==> src/rtl/regfile_writeback.sv <==
// Write-side front end for the register file: mem/alu arbitration into an in-order
// write queue that drains one entry per cycle. Define REGFILE_WB_BYPASS_EN for bypass lookup.
`timescale 1ns/1ps

module regfile_writeback #(
    parameter int DATA_W = 32,
    parameter int ADDR_W = 5,
    parameter int DEPTH  = 4
) (
    input  logic                     clk,
    input  logic                     rst_n,
    input  logic                     alu_valid,
    output logic                     alu_ready,
    input  logic [ADDR_W-1:0]        alu_addr,
    input  logic [DATA_W-1:0]        alu_data,
    input  logic                     mem_valid,
    output logic                     mem_ready,
    input  logic [ADDR_W-1:0]        mem_addr,
    input  logic [DATA_W-1:0]        mem_data,
    input  logic                     wr_stall,
    output logic [ADDR_W-1:0]        write_addr,
    output logic [DATA_W-1:0]        write_data,
    output logic                     write_enable,
    input  logic [ADDR_W-1:0]        rd_addr1,
    input  logic [ADDR_W-1:0]        rd_addr2,
    output logic                     byp_hit1,
    output logic                     byp_hit2,
    output logic [DATA_W-1:0]        byp_data1,
    output logic [DATA_W-1:0]        byp_data2,
    output logic [$clog2(DEPTH):0]   level
);

    localparam int PTR_W = $clog2(DEPTH);
    localparam int CNT_W = PTR_W + 1;
    localparam logic [CNT_W-1:0] FULL_CNT = CNT_W'(DEPTH);

    logic [ADDR_W-1:0] addr_mem [DEPTH];
    logic [DATA_W-1:0] data_mem [DEPTH];

    logic [PTR_W-1:0]  wr_ptr;
    logic [PTR_W-1:0]  rd_ptr;
    logic [CNT_W-1:0]  count;
    logic              full;
    logic              empty;
    logic              push;
    logic              pop;
    logic [ADDR_W-1:0] push_addr;
    logic [DATA_W-1:0] push_data;

    assign full  = (count == FULL_CNT);
    assign empty = (count == '0);

    // Readies come from the pre-edge count only, so a same-cycle pop never frees a slot early.
    assign mem_ready = !full;
    assign alu_ready = !full && !mem_valid;

    assign push      = (mem_valid && mem_ready) || (alu_valid && alu_ready);
    assign push_addr = mem_valid ? mem_addr : alu_addr;
    assign push_data = mem_valid ? mem_data : alu_data;

    assign write_enable = !empty && !wr_stall;
    assign pop          = write_enable;
    assign write_addr   = empty ? '0 : addr_mem[rd_ptr];
    assign write_data   = empty ? '0 : data_mem[rd_ptr];
    assign level        = count;

    // NOTE: sequential state uses non-blocking assignments so every register samples pre-edge values.
    always_ff @(posedge clk or negedge rst_n) begin
        if (!rst_n) begin
            wr_ptr <= '0;
            rd_ptr <= '0;
            count  <= '0;
        end else begin
            if (push) wr_ptr <= wr_ptr + PTR_W'(1);
            if (pop)  rd_ptr <= rd_ptr + PTR_W'(1);
            case ({push, pop})
                2'b10:   count <= count + CNT_W'(1);
                2'b01:   count <= count - CNT_W'(1);
                default: count <= count;
            endcase
        end
    end

    // NOTE: entry storage is deliberately not reset; count masks every read, so stale contents stay invisible.
    always_ff @(posedge clk) begin
        if (push) begin
            addr_mem[wr_ptr] <= push_addr;
            data_mem[wr_ptr] <= push_data;
        end
    end

`ifdef REGFILE_WB_BYPASS_EN
    // NOTE: every output of this always_comb gets a default first, so no latch is inferred.
    always_comb begin
        byp_hit1  = 1'b0;
        byp_hit2  = 1'b0;
        byp_data1 = '0;
        byp_data2 = '0;
        // Scan oldest to youngest; a later match overrides, leaving the youngest value.
        for (int i = 0; i < DEPTH; i++) begin
            if (CNT_W'(i) < count) begin
                if (addr_mem[rd_ptr + PTR_W'(i)] == rd_addr1) begin
                    byp_hit1  = 1'b1;
                    byp_data1 = data_mem[rd_ptr + PTR_W'(i)];
                end
                if (addr_mem[rd_ptr + PTR_W'(i)] == rd_addr2) begin
                    byp_hit2  = 1'b1;
                    byp_data2 = data_mem[rd_ptr + PTR_W'(i)];
                end
            end
        end
    end
`else
    logic unused_rd;
    assign unused_rd = ^{rd_addr1, rd_addr2};
    assign byp_hit1  = 1'b0;
    assign byp_hit2  = 1'b0;
    assign byp_data1 = '0;
    assign byp_data2 = '0;
`endif

endmodule
==> config.mk <==
export PLATFORM = sky130hd
export DESIGN_NAME = regfile_writeback
export DESIGN_NICKNAME = d
export VERILOG_FILES = /design/src/rtl/regfile_writeback.sv
export SDC_FILE = /design/constraint.sdc
export NUM_CORES = 1
export LEC_CHECK = 0
export ABC_AREA = 1
export BUFFER_PORTS_ARGS = -buffer_cell sky130_fd_sc_hd__buf_2
export CAP_MARGIN = 20
export CORE_ASPECT_RATIO = 0.5
export CORE_MARGIN = 1
export CORE_UTILIZATION = 40
export DETAILED_ROUTE_END_ITERATION = 8
export PLACE_DENSITY = 0.6
export SLEW_MARGIN = 20
export SYNTH_ARGS = -nofsm -noshare
export SYNTH_HDL_FRONTEND = slang
export SYNTH_SLANG_ARGS = --single-unit
==> constraint.sdc <==
create_clock -name clk -period 6.46 [get_ports clk]
set_clock_uncertainty 0.15 [all_clocks]
set_input_delay 1.292 -clock clk [delete_from_list [all_inputs] [get_ports clk]]
set_output_delay 1.292 -clock clk [all_outputs]
set_load 0.02 [all_outputs]
==> out/qor.csv <==
metric,value,unit
cp_max_fo,54,
die-height,100,microns
highest_layer,met4,
post_cts_buffers,0,
hold_depth,1,
gp_congestion,0.769,
ant_nets,0,
yosysTopAreaCell,edfxtp_1,
diodes,0,
grt_pass1_wl,25.0,mm
drc_errors,0,
cts_made_buffers,17,
final_core_util,47.4,%
cts_tree,built,
power_density,478,nW/um^2
whs,373,ps
ff2ff_setup_slack,3820,ps
htreeDepth,4,
wl_per_cell,13.3,microns
cts.clk_slew.worst_paths,60,ps
grt_max_degree,77,
cts_num_sinks,155,
clockRootBuffer,clkbuf_16,
post-dp-hpwl,9.60,mm
cpPeakStageDelay,570,ps
crit_chain,inv_2 > buf_4 > nand2_1 > nand3_1 > a21oi_1 > buf_2,
fmax,267,MHz
period_needed,3740,ps
dieArea,19800,sq um
path_class,reg2out,
synth_edf_count,148,
route.met3.wl,704,microns
wirelength,16.2,mm
port_buffers,121,
row_count,35,
whs_endpoint,level[0],
drtPass1Iterations,6,
crit_slowest_cell,buf_4,
maxCapViolCount,0,
synth-main-ff-cell,edfxtp_1,
fin_tns_setup,0,ps
clock_latency,420,ps
ys_warn_count,0,
core-area,18600,sq um
peakVddDrop,0.000318,V
syn_to_final_growth,14.6,%
hold_viol_final,0,
antenna_found_initial,0,
synth_top_area_share,57.7,%
arrival,2300,ps
grt_overflow,0,
gr-usage-all-layers,16.8,%
worstReg2RegStart,level[1],
io_pins,198,
fin_crit_sh,57.9,%
initial_utilization,41.4,%
drive_above_1_share,17.8,%
dr.first_iter.drc_count,259,
cts_buffer_depth,2,
hp-start,level[0],
r2r-end,data_mem[3][15],
syn_area,7700,sq um
critPathLaunchType,register,
slew_violations,0,
syn_area_per_cell,9.29,sq um
cts_hold_buffers,0,
wl_met1,7.56,mm
final-setup-viol-count,0,
vias,5266,
async_flop_share,4.52,%
fin_ws,2720,ps
wl_met2,7.74,mm
cellLeakagePower,4.30,nW
endpoint_kind,output port,
yosys-top-cells-area,"edfxtp_1 58%, nand2_1 13%, inv_1 7.8%",
required,5020,ps
reg2regPathDepth,5,
worstHoldPathType,reg2reg,
grt_pass1_vias,4911,
place_ws,2200,ps
yosysSeqAreaShare,60.0,%
ys_seq_elements,155,
cts_resized,0,
chipWidth,198,microns
rsz0062_at_grt,no,
nets,1036,
via_per_inst,4.34,
syn_inst,829,
tightest_slew,1020,ps
max_slew_margin,32.0,%
synthDistinctLibCells,21,
outcome,completed,
==> area by class of cell <==
cell class / instances / area, sq um
flip-flops and latches: 155 / 4620
well taps: 259 / 324
inverters: 166 / 623
repair buffers: 128 / 658
clock inverters: 14 / 135
multi-input cells: 473 / 2030
clock buffers: 18 / 429
fillers: 1709 / 9790
==> cell usage after synthesis (4+ instances only) <==
cell type and instances:
a21oi_1 37, buf_2 14, buf_4 70, buf_6 6
clkbuf_1 8, dfrtp_1 7, edfxtp_1 148, ha_1 5
inv_1 161, inv_2 5, nand2_1 273, nand3_1 80
nor2_1 4
==> power breakdown <==
| part | internal [mW] | leakage, nW | switching (mW) |
|---|---|---|---|
| clock network | 0.537 | 0.266 | 0.409 |
| registers | 1.45 | 1.46 | 0.0716 |
| logic | 0.487 | 2.57 | 1.27 |
| total | 2.47 | 4.30 | 1.75 |
==> cell families after synthesis <==
logic type / after synthesis / synth area share, %
AND/OR/NAND/NOR: 359 / 18.9
XOR/XNOR: 2 / 0.227
AO/OA/AOI/OAI: 40 / 2.62
buffers and inverters: 266 / 17.2
flip-flops: 155 / 60.0
adder cells (fa/ha/maj): 6 / 1.07
other: 1 / 0.0487
==> registers in the layout, summed over array words and instances (netlist names) <==
name	flops
level	3
rd_ptr	2
addr_mem	20
data_mem	128
wr_ptr	2
==> worst max-delay path: cells and delay by family, from the launching register on <==
kind	cells	cell delay [ps]
flip-flops	1	400
AO/OA/AOI/OAI	1	120
AND/OR/NAND/NOR	2	230
buffers and inverters	3	1100
==> worst max-delay path by stage <==
stage | start | endpoint | slack [ps] | cells past startpoint
finish | rd_ptr[0] | write_data[5] | 2720 | 6
global route | mem_valid | data_mem[3][15] | 2500 | 5
CTS | rd_ptr[0] | write_data[5] | 2650 | 6
detailed placement | mem_valid | data_mem[3][13] | 2200 | 5
global placement | mem_valid | data_mem[3][12] | 2290 | 5
floorplan | mem_valid | addr_mem[0][0] | 2750 | 3
==> layer usage <==
layer / global-route usage, % / up-vias
met2: 28.6 / 137
met3: 3.70 / 15
met4: 5.31 / 0
li1: - / 2673
met1: 21.5 / 2441
met5: 0 / -
==> per-stage QoR <==
| stage | cell area [sq um] | total power, mW | std cells |
|---|---|---|---|
| floorplan | 7950 | 2.81 | 894 |
| global placement | 8260 | 3.28 | 1181 |
| detailed placement | 8260 | 3.33 | 1181 |
| CTS | 8820 | 4.28 | 1213 |
| global route | 8820 | 4.49 | 1213 |
| finish | 8820 | 4.22 | 1213 |
==> cells in the final DEF, fill, tap and decap left out, drive strengths merged <==
cell	Yosys	final
or2	1	1
a31oi	1	1
conb	1	66
nand2	273	273
clkbuf	8	18
clkinv	0	5
buf	92	128
clkinvlp	0	3
ha	5	5
edfxtp	148	148
nor2	4	4
a21oi	37	37
nand4	1	1
inv	166	171
nand3	80	80
dfrtp	7	7
bufinv	0	1
fa	1	1
xnor2	2	2
o21ai	2	2
Power figures use the tool's default switching activity.
